`config.mk`:
```
export PLATFORM = sky130hd
export DESIGN_NAME = sha_ctrl_fsm
export DESIGN_NICKNAME = d
export VERILOG_FILES = /design/src/rtl/sha_pkg.sv /design/src/rtl/sha_ctrl_decode.sv /design/src/rtl/sha_ctrl_fsm.sv
export SDC_FILE = /design/constraint.sdc
export NUM_CORES = 1
export LEC_CHECK = 0
export CORE_MARGIN = 3
export CORE_UTILIZATION = 42
export DETAILED_ROUTE_END_ITERATION = 8
export GPL_TIMING_DRIVEN = 0
export PLACE_DENSITY = 0.76
export SYNTH_ARGS = -nofsm -noshare
export SYNTH_HDL_FRONTEND = slang
export SYNTH_SLANG_ARGS = --single-unit
```
`constraint.sdc`:
```
create_clock -name clk -period 1.8 [get_ports clk]
set_input_delay 0.36 -clock clk [delete_from_list [all_inputs] [get_ports clk]]
set_output_delay 0.36 -clock clk [all_outputs]
set_load 0.05 [all_outputs]
```
`src/rtl/sha_pkg.sv`:
```
// Shared definitions for the SHA-256/224 block controller: state codes,
// default geometry and the packed control word produced by the decoder.
package sha_pkg;

   localparam int ROUNDS_DEF = 64;
   localparam int BLK_W_DEF  = 16;
   localparam int ST_W       = 4;

   localparam logic [ST_W-1:0] S_IDLE   = 4'd0;
   localparam logic [ST_W-1:0] S_PAD    = 4'd1;
   localparam logic [ST_W-1:0] S_LOAD   = 4'd2;
   localparam logic [ST_W-1:0] S_LEN_LO = 4'd3;
   localparam logic [ST_W-1:0] S_LEN_HI = 4'd4;
   localparam logic [ST_W-1:0] S_INIT   = 4'd5;
   localparam logic [ST_W-1:0] S_WAIT   = 4'd6;
   localparam logic [ST_W-1:0] S_ROUND  = 4'd7;
   localparam logic [ST_W-1:0] S_UPDATE = 4'd8;
   localparam logic [ST_W-1:0] S_DONE   = 4'd9;

   typedef struct packed {
      logic padding_en;
      logic core_rst;
      logic core_en;
      logic load_hash_val;
      logic initial_hash_val;
      logic load_blocks_num;
      logic len_hi_lo_sel;
      logic data_len_sel;
      logic block_ready;
      logic busy;
      logic done;
   } ctrl_t;

endpackage

```
`src/rtl/sha_ctrl_decode.sv`:
```
// Moore output decode: maps the controller state onto the datapath control
// word. Anything not listed for a state stays low.
module sha_ctrl_decode
   import sha_pkg::*;
(
   input  logic [ST_W-1:0] state,
   output ctrl_t           ctrl
);

   always_comb begin
      ctrl      = '0;
      ctrl.busy = (state != S_IDLE);
      case (state)
         S_PAD:    ctrl.padding_en = 1'b1;
         S_LOAD: begin
            ctrl.core_rst        = 1'b1;
            ctrl.load_blocks_num = 1'b1;
         end
         S_LEN_LO: ctrl.data_len_sel = 1'b1;
         S_LEN_HI: begin
            ctrl.data_len_sel  = 1'b1;
            ctrl.len_hi_lo_sel = 1'b1;
         end
         S_INIT: begin
            ctrl.initial_hash_val = 1'b1;
            ctrl.load_hash_val    = 1'b1;
         end
         S_WAIT:   ctrl.block_ready   = 1'b1;
         S_ROUND:  ctrl.core_en       = 1'b1;
         S_UPDATE: ctrl.load_hash_val = 1'b1;
         S_DONE:   ctrl.done          = 1'b1;
         default:  ;
      endcase
   end

endmodule

```
`src/rtl/sha_ctrl_fsm.sv`:
```
// SHA-256/224 message controller: sequences padding, length injection,
// hash init, per-block compression rounds and digest hand-off.
module sha_ctrl_fsm
   import sha_pkg::*;
#(
   parameter  int ROUNDS = ROUNDS_DEF,
   parameter  int BLK_W  = BLK_W_DEF,
   localparam int RND_W  = $clog2(ROUNDS)
) (
   input  logic             clk,
   input  logic             rst,
   input  logic             start,
   input  logic             mode_224,
   input  logic             padding_done,
   input  logic [BLK_W-1:0] blocks_num,
   input  logic             block_valid,
   input  logic             ack,
   output logic             padding_en,
   output logic             core_rst,
   output logic             core_en,
   output logic             load_hash_val,
   output logic             initial_hash_val,
   output logic             load_blocks_num,
   output logic             len_hi_lo_sel,
   output logic             data_len_sel,
   output logic             init_mode_224,
   output logic             block_ready,
   output logic [RND_W-1:0] round_idx,
   output logic [BLK_W-1:0] blocks_left,
   output logic             busy,
   output logic             done,
   output logic             err
);

   localparam logic [RND_W-1:0] RND_LAST = RND_W'(ROUNDS - 1);

   logic [ST_W-1:0]  state, nxt;
   logic [RND_W-1:0] round_cnt;
   logic [BLK_W-1:0] blocks_left_q;
   logic             err_q, mode_q;
   ctrl_t            ctrl;

   always_comb begin
      nxt = state;
      case (state)
         S_IDLE:   if (start) nxt = S_PAD;
         S_PAD:    if (padding_done) nxt = S_LOAD;
         S_LOAD:   nxt = (blocks_num == '0) ? S_DONE : S_LEN_LO;
         S_LEN_LO: nxt = S_LEN_HI;
         S_LEN_HI: nxt = S_INIT;
         S_INIT:   nxt = S_WAIT;
         S_WAIT:   if (block_valid) nxt = S_ROUND;
         S_ROUND:  if (round_cnt == RND_LAST) nxt = S_UPDATE;
         // <= 1 rather than == 1 so a corrupted zero count still terminates
         S_UPDATE: nxt = (blocks_left_q <= BLK_W'(1)) ? S_DONE : S_WAIT;
         S_DONE:   if (ack) nxt = S_IDLE;
         default:  nxt = S_IDLE;
      endcase
   end

   always_ff @(posedge clk) begin
      if (rst) begin
         state         <= S_IDLE;
         round_cnt     <= '0;
         blocks_left_q <= '0;
         err_q         <= 1'b0;
         mode_q        <= 1'b0;
      end else begin
         state <= nxt;
         case (state)
            S_IDLE: if (start) mode_q <= mode_224;
            S_LOAD: begin
               blocks_left_q <= blocks_num;
               err_q         <= (blocks_num == '0);
            end
            S_WAIT:  round_cnt <= '0;
            S_ROUND: round_cnt <= (round_cnt == RND_LAST) ? '0 : round_cnt + 1'b1;
            S_UPDATE: if (blocks_left_q != '0) blocks_left_q <= blocks_left_q - 1'b1;
            S_DONE:   if (ack) err_q <= 1'b0;
            default: ;
         endcase
      end
   end

   sha_ctrl_decode u_decode (
      .state (state),
      .ctrl  (ctrl)
   );

   assign padding_en       = ctrl.padding_en;
   assign core_rst         = ctrl.core_rst;
   assign core_en          = ctrl.core_en;
   assign load_hash_val    = ctrl.load_hash_val;
   assign initial_hash_val = ctrl.initial_hash_val;
   assign load_blocks_num  = ctrl.load_blocks_num;
   assign len_hi_lo_sel    = ctrl.len_hi_lo_sel;
   assign data_len_sel     = ctrl.data_len_sel;
   assign block_ready      = ctrl.block_ready;
   assign busy             = ctrl.busy;
   assign done             = ctrl.done;
   assign init_mode_224    = mode_q;
   assign err              = err_q;
   assign blocks_left      = blocks_left_q;
   assign round_idx        = ctrl.core_en ? round_cnt : '0;

endmodule
```
Yosys cells after proc, flatten, opt, wreduce, memory -nomap -nowiden
Cells that the tools add are included.
{"block": "op_classes", "n_mux": 24, "n_eq_ne": 16, "addsub": 2, "magnitude_cmp": 1, "n_reduce_logical": 13}
{"cell": "$pmux 4 s10", "count": 1}
{"cell": "$pmux 16 s2", "count": 1}
{"cell": "$mux 4", "count": 7}
{"cell": "$eq 4x3->1 const B", "count": 4}
{"cell": "$le 16x1->1 const B", "count": 1}
{"cell": "$logic_not 16->1", "count": 1}
{"cell": "$mux 16", "count": 1}
{"cell": "$reduce_bool 16->1", "count": 1}
{"cell": "$sub 16x1->16 const B", "count": 1}
{"cell": "$mux 6", "count": 2}
{"cell": "$ne 2x2->1 const B", "count": 6}
{"cell": "$pmux 6 s2", "count": 1}
{"cell": "$mux 1", "count": 10}
{"cell": "$eq 4x2->1 const B", "count": 2}
{"cell": "$eq 4x4->1 const B", "count": 2}
{"cell": "$add 6x1->6 const B", "count": 1}
{"cell": "$eq 6x6->1 const B", "count": 1}
{"cell": "$reduce_and 2->1", "count": 3}
{"cell": "$reduce_bool 2->1", "count": 3}
{"cell": "$reduce_and 5->1", "count": 1}
{"cell": "$eq 4x1->1 const B", "count": 1}
{"cell": "$logic_not 4->1", "count": 1}
{"cell": "$reduce_bool 4->1", "count": 1}
{"cell": "$reduce_or 2->1", "count": 2}
{"cell": "$pmux 1 s2", "count": 1}
{"block": "totals", "word_cells": 61, "regBits": 28, "input_bits": 23, "out_inout_bits": 35}

Depth between registers and ports, before layout
Gate-level depths: netlist of the first run.
{"block": "depth", "ltp_word": 3, "depth_mapped": 8, "mapped_depth_nobuf": 7}

Cells and area by module
From an unflattened synthesis of the first run, not the netlist that was laid out.
{"block": "hier_totals", "cells_unflattened": 276, "hier_area_um2": 2018.2}
{"module": "sha_ctrl_fsm", "seq_area_each_um2": 560.5, "cells_each": 258, "instances": 1, "area_per_inst_um2": 1911.8}
{"module": "sha_ctrl_decode", "seq_area_each_um2": 0.0, "cells_each": 18, "instances": 1, "area_per_inst_um2": 106.4}

Least setup slack after synthesis of the first run
OpenSTA, ideal clock, no wires.
{"block": "synth_path", "path_type": "flip-flop to output port", "startpoint": "reg state[0]", "endpoint": "out round_idx[0]", "path_stages_with_launch": 6, "n_path_buf": 2, "slack_ps": -531, "t_required_ps": 1440, "t_arrival_ps": 1971, "path_cell_list": "dfxtp_1 > clkbuf_1 > nand2_1 > inv_1 > clkbuf_1 > and2_1"}
{"block": "synth_via", "elab_chain_len": 3}
{"item": "start: declaration", "line_no": "sha_ctrl_fsm.sv:37", "rtl": "logic [ST_W-1:0] state, nxt;"}
{"item": "start signal: assignment", "line_no": "sha_ctrl_fsm.sv:69", "rtl": "state <= nxt;"}
{"item": "$eq 4x3->1", "line_no": "sha_ctrl_decode.sv:13", "rtl": "case (state)"}
{"item": "$mux 1", "line_no": "sha_ctrl_decode.sv:13"}
{"item": "via core_en", "line_no": "sha_ctrl_fsm.sv:20", "rtl": "output logic core_en,"}
{"item": "$mux 6", "line_no": "sha_ctrl_fsm.sv:104", "rtl": "assign round_idx = ctrl.core_en ? round_cnt : '0;"}
{"item": "end: declaration", "line_no": "sha_ctrl_fsm.sv:28", "rtl": "output logic [RND_W-1:0] round_idx,"}
The timed path passes the listed nets, and every way through them passes these cells.

Worst setup path after layout of the first run
{"block": "layout_path", "startpoint": "reg state[1]", "endpoint": "reg state[3]"}
{"block": "layout_via", "elab_chain_len": 3, "word_cells_on_any_way": 17, "cone_classes": "14 x eq/ne; 1 x mux; 2 x reduce/logical"}
{"item": "$eq 4x3->1 (tied with other cells)", "line_no": "sha_ctrl_fsm.sv:45", "rtl": "case (state)"}
{"item": "$ne 2x2->1 (no line)"}
{"item": "$reduce_and 5->1 (no line)"}
Parallel ways exist; a longest one is shown, timed or not.
A chain may end at the register's enable or synchronous reset.

==> reports/metrics.yaml, run 1 <==
site_rows: 23
first_iteration_detailed_routing_drc_count: 508
fin_max_slew_vios: 0
n_fill_cell: 178
boundaryPins: 58
mostFrequentLayoutCells: "50 x sky130_fd_sc_hd__buf_4, 31 x sky130_fd_sc_hd__nand2_1, 21 x sky130_fd_sc_hd__clkdlybuf4s50_1"
power.share.switching_pct: 52.31
cp_slowest_stage_delay_ps: 390
gr-usage-all-layers_pct: 29.81
violated_checks: "negative setup slack"
place_congestion: 0.9120
number_of_enable_flip_flop_cells_after_synthesis: 0
drt_first_pass_iters: 5
number_of_antenna_diodes: 0
initial_core_util_pct: 45.17
initial_antenna_violation_count: 1
max_freq_mhz: 483.0
wire_per_inst_um: 24.71
power_density_mw_per_mm2: 1444
timing.critical_path.slowest_stage_cell: "sky130_fd_sc_hd__dfxtp_4"
fin_tns_setup_ps: -3356
drcViolationCount: 0
dp_hpwl_um: 4477
worst_slew_margin_rel_pct: 55.22
critical_path.most_common_cell: "sky130_fd_sc_hd__buf_6"
tritoncts: "done"
hold_class: "reg2reg"
rsz_0062_raised_after_global_routing: "yes"
leakage_nw: 1.535
synth_area_per_cell_um2: 7.199
slew_worst_pin_ps: 671.8
p_int_w: 0.002520
ordered_list_of_cells_on_the_worst_path: "buf_6 > buf_8 > buf_4 > buf_6 > or3_1 > a21oi_2 > nand3_2 > o21ai_1"
crit_fanout: 6
postCtsHoldBufs: 0
die_h_um: 72.76
timing.critical_path.arrival_ps: 2230
numPortBuffers: 56
layout_commonest_cell: "sky130_fd_sc_hd__buf_4"
synth_area_mm2: 0.001872
die-width_um: 72.76
outcome: "complete, but fails checks"
synth.yosys.seq_area_share_pct: 29.95
start_kind: "flop"
layout-drive-gt1-share_pct: 47.21
clock_skew_ps: 14.32
postRouteWirelength_um: 10550
route.vias.total: 3003
cts.htree.levels: 1
drv.max_cap_violation_count: 0
cp_class: "reg2reg"
detail_route.vias_per_cell: 7.033
synth.net_count: 287
first_global_vias: 2501
report.final.hold_viol_count: 0
cts_max_path_buffers: 2
grt_pass1_wl_um: 12360
preCtsSetupSlack_ps: -858.6
fin_total_pwr_w: 0.005284
overflow: 0
tritoncts.num_buffers: 3
synth.lib_cells_used.distinct: 51
syn_to_final_growth_pct: 95.52
finish.net_count: 405
postSynthCellCount: 260
clkSinkCount: 28
final.period_utilization_pct: 115.0
design.core.area_mm2: 0.004144
post-route-worst-setup-slack_ps: -270.3
cts.reportedPaths.clkPinSlew_ps: 120
finalWorstPathRequiredPeriod_ps: 2070
async_reset_ff_share_pct: 0
worst_ep_required_time_ps: 1960
final-setup-viol-count: 34
power.net_switching_w: 0.002764
finish.utilization_pct: 88.32
maximum_vdd_ir_drop_v: 0.001202
yosys_warnings: 0
synth-seq-cells: 28
clock_tree.root_cell: "sky130_fd_sc_hd__clkbuf_8"
timing.critical_path.to_type: "flop"
clock_latency_of_the_later_clocked_register_in_the_worst_skew_pair_ps: 300
die_area_mm2: 0.005294
synth_top_flop_cell: "sky130_fd_sc_hd__dfxtp_1"
grt_max_degree: 17
count_of_nets_left_with_antenna_violations_after_detail_routing: 0
clock_power_share_pct: 10.1
power.share.sequential_pct: 19.0
comb_power_share_pct: 70.9
==> metal layers <==
| layer | GRT usage (%) | share of wire [%] | vias up |
|---|---|---|---|
| met4 | 13.93 | 7.8 | 2 |
| li1 | - | - | 1202 |
| met2 | 48.80 | 45 | 308 |
| met3 | 5.234 | 12 | 118 |
| met1 | 37.92 | 35 | 1373 |
| met5 | 0 | 0.12 | - |
==> logic make-up (layout without fill, tap and decap cells) <==
family                   after synthesis  count (layout)  share of synthesized area, %
AND/OR/NAND/NOR                      121             121                         34.29
AO/OA/AOI/OAI                         82              83                         26.74
flip-flops                            28              28                         29.95
buffers and inverters                 23             139                         5.280
adder cells (fa/ha/maj)                4               4                         2.674
multiplexers                           2               2                         1.070
==> stage by stage <==
stage                     hold slack (ps)  cell area, µm²  std cells
after floorplan                     457.6            1957        260
after global placement              473.6            2580        366
after detailed placement            477.3            2580        366
after CTS                           491.8            3159        399
after global routing                541.0            3660        427
final                               507.5            3660        427
==> worst max-delay path: cells and delay by family (launching register included) <==
| kind | cells | cell delay, ps |
|---|---|---|
| flops | 1 | 390 |
| simple gates | 2 | 470 |
| compound gates | 2 | 560 |
| buf+inv | 4 | 500 |
==> synthesized netlist by cell type, types with 2 or more instances <==
master,instances,area [µm²]
sky130_fd_sc_hd__dfxtp_1,28,560.5
sky130_fd_sc_hd__nand3b_1,3,22.52
sky130_fd_sc_hd__o211ai_1,2,15.01
sky130_fd_sc_hd__inv_1,5,18.77
sky130_fd_sc_hd__nor3_1,10,50.05
sky130_fd_sc_hd__o21ai_0,14,70.07
sky130_fd_sc_hd__nor4_1,6,37.54
sky130_fd_sc_hd__o21bai_1,2,15.01
sky130_fd_sc_hd__o311ai_0,2,17.52
sky130_fd_sc_hd__and2_1,8,50.05
sky130_fd_sc_hd__a311oi_1,2,17.52
sky130_fd_sc_hd__nand2b_1,4,25.02
sky130_fd_sc_hd__nand3_1,7,35.03
sky130_fd_sc_hd__or3_1,4,25.02
sky130_fd_sc_hd__o41ai_1,2,17.52
sky130_fd_sc_hd__ha_1,4,50.05
sky130_fd_sc_hd__buf_2,7,35.03
sky130_fd_sc_hd__or4_1,2,15.01
sky130_fd_sc_hd__nand2_1,36,135.1
sky130_fd_sc_hd__mux2i_1,2,20.02
sky130_fd_sc_hd__and3b_1,2,17.52
sky130_fd_sc_hd__o21ai_1,10,50.05
sky130_fd_sc_hd__and3_1,2,12.51
sky130_fd_sc_hd__o31ai_1,3,22.52
sky130_fd_sc_hd__nor4_2,2,25.02
sky130_fd_sc_hd__a21oi_1,27,135.1
sky130_fd_sc_hd__nand4_1,3,18.77
sky130_fd_sc_hd__nor2_1,23,86.33
sky130_fd_sc_hd__a31oi_1,6,37.54
sky130_fd_sc_hd__a211oi_1,2,15.01
sky130_fd_sc_hd__nor3b_1,2,15.01
sky130_fd_sc_hd__a32oi_1,2,17.52
sky130_fd_sc_hd__clkbuf_1,8,30.03
==> registers in the layout (all words and copies together) (netlist names) <==
name           cells
blocks_left       16
state              4
init_mode_224      1
err                1
round_cnt          6
==> power by group through the flow <==
stage	sequential, W	combinational, W	clock [W]
3_5_place_dp	0.000927	0.00219	0
5_1_grt	0.00101	0.00385	0.000557
3_3_place_gp	0.000926	0.00217	0
6_report	0.00100	0.00375	0.000533
2_1_floorplan	0.00119	0.00127	0
4_1_cts	0.000942	0.00282	0.000514
==> worst paths after layout <==
| kind | from | to | slack (ps) | cells past startpoint |
|---|---|---|---|---|
| setup / recovery | state[1] | state[3] | -270 | 8 |
| hold / removal | init_mode_224 | init_mode_224 | 510 | 2 |
| setup reg to reg | state[1] | state[3] | -270 | 8 |
| hold reg to reg | init_mode_224 | init_mode_224 | 510 | 2 |
==> cell type report <==
class	instances	area (µm²)	area share, %
sequential	28	591.8	16.17
clock inverter	1	30.03	0.8205
inverter	6	32.53	0.8889
timing repair buffer	114	1064	29.06
buffer	15	180.2	4.923
tap	50	62.56	1.709
clock buffer	3	41.29	1.128
multi-input combinational	210	1658	45.30
==> what timing repair did <==
item                                    CTS  global route
gates resized for setup                 208            89
cloned                                    2             2
endpoints found under the setup margin   50            44
pin swaps                                25            25
endpoints found under the hold margin     0             0
setup buffers                            27            29
No activity file was read; power rests on OpenSTA's default activity.
==> run 2: changes to the inputs <==
- SETUP_SLACK_MARGIN: default -> 0.2
==> reports/metrics.yaml, run 2 (synthesis results as in run 1) <==
place_congestion: 0.8715  # -4.4%
report.final.hold_viol_count: 0  # unchanged
post-route-worst-setup-slack_ps: -295.9  # -25.63 ps
rsz_0062_raised_after_global_routing: "yes"
syn_to_final_growth_pct: 98.60
multi_input_area_mm2: 0.001667  # +0.53%
r2r_slack_ps: -240  # +30 ps
cts.htree.levels: 1  # unchanged
slew_worst_pin_ps: 663.0  # -8.742 ps
site_rows: 23  # unchanged
power.share.switching_pct: 50.94  # -1.4 points
clock_latency_of_the_later_clocked_register_in_the_worst_skew_pair_ps: 280  # -20 ps
post_dp_cell_area_mm2: 0.002746  # +6.5%
boundaryPins: 58  # unchanged
n_fill_cell: 180  # +1.1%
finish.net_count: 398  # -1.7%
cts.reportedPaths.clkPinSlew_ps: 110  # about the same
layout-drive-gt1-share_pct: 51.35  # +4.1 points
final.period_utilization_pct: 116.4  # +1.4 points
worst_slew_margin_rel_pct: 55.80  # +0.58 points
route.vias.total: 2857  # -4.9%
initial_antenna_violation_count: 0  # -1
leakage_nw: 1.466  # -4.5%
drt_first_pass_iters: 6  # +1
die_h_um: 72.76  # unchanged
layout.area.seq_um2: 611.8  # +3.4%
fin_total_pwr_w: 0.005275  # -0.18%
clock_skew_ps: 3.979  # -10.35 ps
mostFrequentLayoutCells: "34 x sky130_fd_sc_hd__buf_4, 33 x sky130_fd_sc_hd__nand2_1, 24 x sky130_fd_sc_hd__buf_6"
cp_class: "reg2out"
clock_power_share_pct: 9.0  # -1.1 points
layout_commonest_cell: "sky130_fd_sc_hd__buf_4"
die-width_um: 72.76  # unchanged
max_freq_mhz: 477.1  # -1.2%
outcome: "complete, but fails checks"
tritoncts: "done"
gr-usage-all-layers_pct: 27.25  # -2.6 points
p_int_w: 0.002588  # +2.7%
first_global_vias: 2324  # -7.1%
drcViolationCount: 0  # unchanged
finalWorstPathRequiredPeriod_ps: 2096  # +25.63 ps
wire_per_inst_um: 22.87  # -7.5%
grt_pass1_wl_um: 11450  # -7.4%
overflow: 0  # unchanged
violated_checks: "negative setup slack"
initial_core_util_pct: 45.17  # unchanged
dp_hpwl_um: 4361  # -2.6%
postCtsHoldBufs: 0  # unchanged
die_area_mm2: 0.005294  # unchanged
maximum_vdd_ir_drop_v: 0.001164  # -3.2%
power.net_switching_w: 0.002687  # -2.8%
first_iteration_detailed_routing_drc_count: 429  # -16%
power_density_mw_per_mm2: 1419  # -1.7%
final-setup-viol-count: 32  # -5.9%
tritoncts.num_buffers: 3  # unchanged
fin_max_slew_vios: 0  # unchanged
cts_max_path_buffers: 2  # unchanged
clock_tree.root_cell: "sky130_fd_sc_hd__clkbuf_8"
start_kind: "flop"
power.share.sequential_pct: 19.0  # about the same
postRouteWirelength_um: 9604  # -9.0%
crit_fanout: 5  # -1
detail_route.vias_per_cell: 6.802  # -3.3%
timing.critical_path.arrival_ps: 1740  # -490 ps
finalInstanceArea_mm2: 0.003717  # +1.6%
timing.critical_path.to_type: "output pin"
drv.max_cap_violation_count: 0  # unchanged
hold_class: "reg2reg"
number_of_antenna_diodes: 0  # unchanged
comb_power_share_pct: 71.9  # +1.0 points
count_of_nets_left_with_antenna_violations_after_detail_routing: 0  # unchanged
worst_ep_required_time_ps: 1440  # -520 ps
numPortBuffers: 56  # unchanged
design.core.area_mm2: 0.004144  # unchanged
grt_max_degree: 17  # unchanged
largest_reg_flops: 16  # unchanged
clkSinkCount: 28  # unchanged
==> run 2: worst max-delay path, stage by stage, from the launching register on <==
cell and delay [ps]:
sky130_fd_sc_hd__dfxtp_4 380, sky130_fd_sc_hd__or4b_4 560, sky130_fd_sc_hd__buf_6 150, sky130_fd_sc_hd__clkbuf_16 140, sky130_fd_sc_hd__o21ai_4 50, sky130_fd_sc_hd__buf_6 170
==> run 2: timing repair <==
action / in CTS / in global routing
hold endpoints to repair: 0 / 0
endpoints found under the setup margin: 56 / 49
pin swaps: 17 / 30
setup buffers: 19 / 28
gates resized for setup: 197 / 88
gates cloned: 2 / 1
==> run 2: layout make-up <==
cell class	instances	share of cell area, %
Multi-Input combinational cell	209	44.83
Tap cell	50	1.683
Timing Repair Buffer	106	28.78
Buffer	17	5.453
Clock buffer	4	1.784
Sequential cell	28	16.46
Inverter	6	1.010
==> run 2: final timing paths <==
path | start | end | depth (start not counted)
max reg2reg | state[1] | blocks_left[12] | 7
min | blocks_left[6] | blocks_left[6] | 2
max | state[1] | load_hash_val | 5
min reg2reg | blocks_left[6] | blocks_left[6] | 2
==> run 2: power groups by stage <==
stage | combinational (W) | clock, W | sequential [W]
5_1_grt | 0.00391 | 0.000489 | 0.00101
6_report | 0.00379 | 0.000476 | 0.00100
3_5_place_dp | 0.00243 | 0 | 0.000976
3_3_place_gp | 0.00242 | 0 | 0.000968
2_1_floorplan | 0.00152 | 0 | 0.00123
4_1_cts | 0.00291 | 0.000469 | 0.000980
==> run 2: metrics by stage <==
step                utilization [%]  hold WS (ps)  setup WS (ps)  setup TNS (ps)  instances
finish                        89.70         513.3         -295.9           -3431        420
detailed placement            66.27         482.8         -793.2           -8757        366
global route                  89.70         537.1         -313.3           -4522        420
global placement              66.27         481.0         -799.0           -8461        366
floorplan                         -         457.7          4.584               0        260
CTS                           77.11         497.9         -250.0           -2283        391
==> run 2: layer usage <==
layer  track usage [%]  vias up  share of wire [%]
met5                 0        -                  0
met4             9.016        0                4.9
met3             3.719       60                 11
met2             43.19      253                 46
met1             38.03     1356                 38
li1                  -     1188                  -
==> run 3: changes to the inputs <==
- CORE_ASPECT_RATIO: default -> 2
==> reports/metrics.yaml, run 3 (synthesis results as in run 1) <==
numPortBuffers: 56  # unchanged
dp_hpwl_um: 4829  # +11%
final.period_utilization_pct: 118.2  # +1.8 points
power_density_mw_per_mm2: 1408  # -0.77%
die-width_um: 53.21  # -27%
leakage_nw: 1.461  # -0.36%
wire_per_inst_um: 23.71  # +3.7%
first_iteration_detailed_routing_drc_count: 152  # -65%
place_congestion: 0.9333  # +7.1%
finalInstanceArea_mm2: 0.003759  # +1.1%
route.vias.total: 2739  # -4.1%
initial_core_util_pct: 44.44  # -0.72 points
clock_tree.root_cell: "sky130_fd_sc_hd__clkbuf_8"
worst_slew_margin_rel_pct: 43.22  # -13 points
finalWorstPathRequiredPeriod_ps: 2128  # +32.45 ps
syn_to_final_growth_pct: 100.8
hold_class: "reg2reg"
outcome: "complete, but fails checks"
finish.utilization_pct: 89.25  # -0.46 points
boundaryPins: 58  # unchanged
postRouteWirelength_um: 9960  # +3.7%
grt_pass1_wl_um: 11130  # -2.8%
cp_class: "reg2reg"
finish.net_count: 396  # -0.50%
clock_latency_of_the_later_clocked_register_in_the_worst_skew_pair_ps: 300  # +20 ps
grt_max_degree: 17  # unchanged
count_of_nets_left_with_antenna_violations_after_detail_routing: 0  # unchanged
cts.htree.levels: 1  # unchanged
start_kind: "flop"
postCtsHoldBufs: 0  # unchanged
fin_max_slew_vios: 0  # unchanged
drcViolationCount: 0  # unchanged
crit_fanout: 7  # +2
report.final.hold_viol_count: 0  # unchanged
post-route-worst-setup-slack_ps: -328.4  # -32.45 ps
maximum_vdd_ir_drop_v: 0.001844  # +58%
cts.reportedPaths.clkPinSlew_ps: 110  # about the same
max_freq_mhz: 469.8  # -1.5%
clkSinkCount: 28  # unchanged
timing.critical_path.arrival_ps: 2340  # +600 ps
slew_worst_pin_ps: 851.7  # +188.7 ps
clock_skew_ps: 12.25  # +8.268 ps
tritoncts.num_buffers: 3  # unchanged
first_global_vias: 2347  # +0.99%
detail_route.vias_per_cell: 6.521  # -4.1%
gr-usage-all-layers_pct: 27.62  # +0.36 points
number_of_antenna_diodes: 0  # unchanged
layout-drive-gt1-share_pct: 52.99  # +1.6 points
timing.critical_path.to_type: "flop"
worst_ep_required_time_ps: 2010  # +570 ps
drv.max_cap_violation_count: 0  # unchanged
layout_commonest_cell: "sky130_fd_sc_hd__buf_4"
final-setup-viol-count: 33  # +3.1%
die_h_um: 100.4  # +38%
initial_antenna_violation_count: 0  # unchanged
die_area_mm2: 0.005342  # +0.91%
mostFrequentLayoutCells: "31 x sky130_fd_sc_hd__buf_4, 27 x sky130_fd_sc_hd__nand2_1, 25 x sky130_fd_sc_hd__buf_6"
cts_max_path_buffers: 2  # unchanged
overflow: 0  # unchanged
tritoncts: "done"
drt_first_pass_iters: 5  # -1
largest_reg_flops: 16  # unchanged
violated_checks: "negative setup slack"
site_rows: 33  # +43%
post_dp_cell_area_mm2: 0.002749  # about the same
design.core.area_mm2: 0.004212  # +1.6%
rsz_0062_raised_after_global_routing: "yes"
==> run 3: changes by cell type in the layout (fill, tap and decap cells not counted), moves of 3 or more <==
cell / previous run / this run
sky130_fd_sc_hd__a21oi_2: 8 / 11
sky130_fd_sc_hd__nand2_1: 33 / 27
sky130_fd_sc_hd__inv_4: 3 / 0
sky130_fd_sc_hd__nand2_2: 1 / 5
sky130_fd_sc_hd__inv_2: 0 / 3
sky130_fd_sc_hd__buf_4: 34 / 31
==> run 3: routing by layer <==
layer	share of wire, %	vias up	GRT usage, %	wire length [µm]
li1	-	1184	-	-
met1	31	1257	29.09	3056
met2	53	220	49.67	5246
met3	8.5	78	2.080	847
met4	8.1	0	17.32	809
met5	0	-	0	0
==> run 3: what timing repair did <==
action / 4_1_cts / 5_1_grt
setup endpoints to repair: 56 / 49
resized for setup: 197 / 103
buffers inserted: 13 / 33
pin swaps: 20 / 36
gates cloned: 2 / 0
==> run 3: power breakdown <==
group          total [W]  leakage (nW)  switching [W]  internal (W)
Sequential       0.00101         0.239       0.000236      0.000769
Combinational    0.00375          1.19        0.00229       0.00146
Clock           0.000534        0.0357       0.000235      0.000299
==> run 3: worst paths after layout <==
path | slack (ps) | to | cells past startpoint | from
max | -330 | blocks_left[14] | 8 | state[0]
min | 500 | round_cnt[1] | 2 | round_cnt[1]
max reg2reg | -330 | blocks_left[14] | 8 | state[0]
min reg2reg | 500 | round_cnt[1] | 2 | round_cnt[1]
==> run 3: cell type report <==
class / instances / area (µm²)
plain buffers: 17 / 212.7
clock buffers: 3 / 41.29
clock inverters: 1 / 30.03
fillers: 190 / 452.9
inverters: 6 / 30.03
multi-input cells: 209 / 1720
flip-flops and latches: 28 / 609.3
well taps: 52 / 65.06
repair buffers: 104 / 1050
==> run 3: stage by stage <==
step / setup WS (ps) / TNS [ps] / total power [W] / std cells / hold slack, ps
4_1_cts: -256.8 / -3792 / 0.004229 / 387 / 500.9
5_1_grt: -369.2 / -6206 / 0.005493 / 420 / 539.9
6_report: -328.4 / -4487 / 0.005292 / 420 / 502.7
2_1_floorplan: 4.584 / 0 / 0.002750 / 260 / 457.7
3_3_place_gp: -779.7 / -8252 / 0.003409 / 368 / 477.0
3_5_place_dp: -784.0 / -8638 / 0.003432 / 368 / 484.8
==> run 3: critical path, cell delays in order (launching register included) <==
cell and delay (ps):
sky130_fd_sc_hd__dfxtp_4 380, sky130_fd_sc_hd__or4b_4 530, sky130_fd_sc_hd__buf_6 140, sky130_fd_sc_hd__buf_6 110, sky130_fd_sc_hd__buf_8 140, sky130_fd_sc_hd__clkbuf_16 170, sky130_fd_sc_hd__a31oi_2 290, sky130_fd_sc_hd__o21ai_1 130
sky130_fd_sc_hd__a21oi_1 170
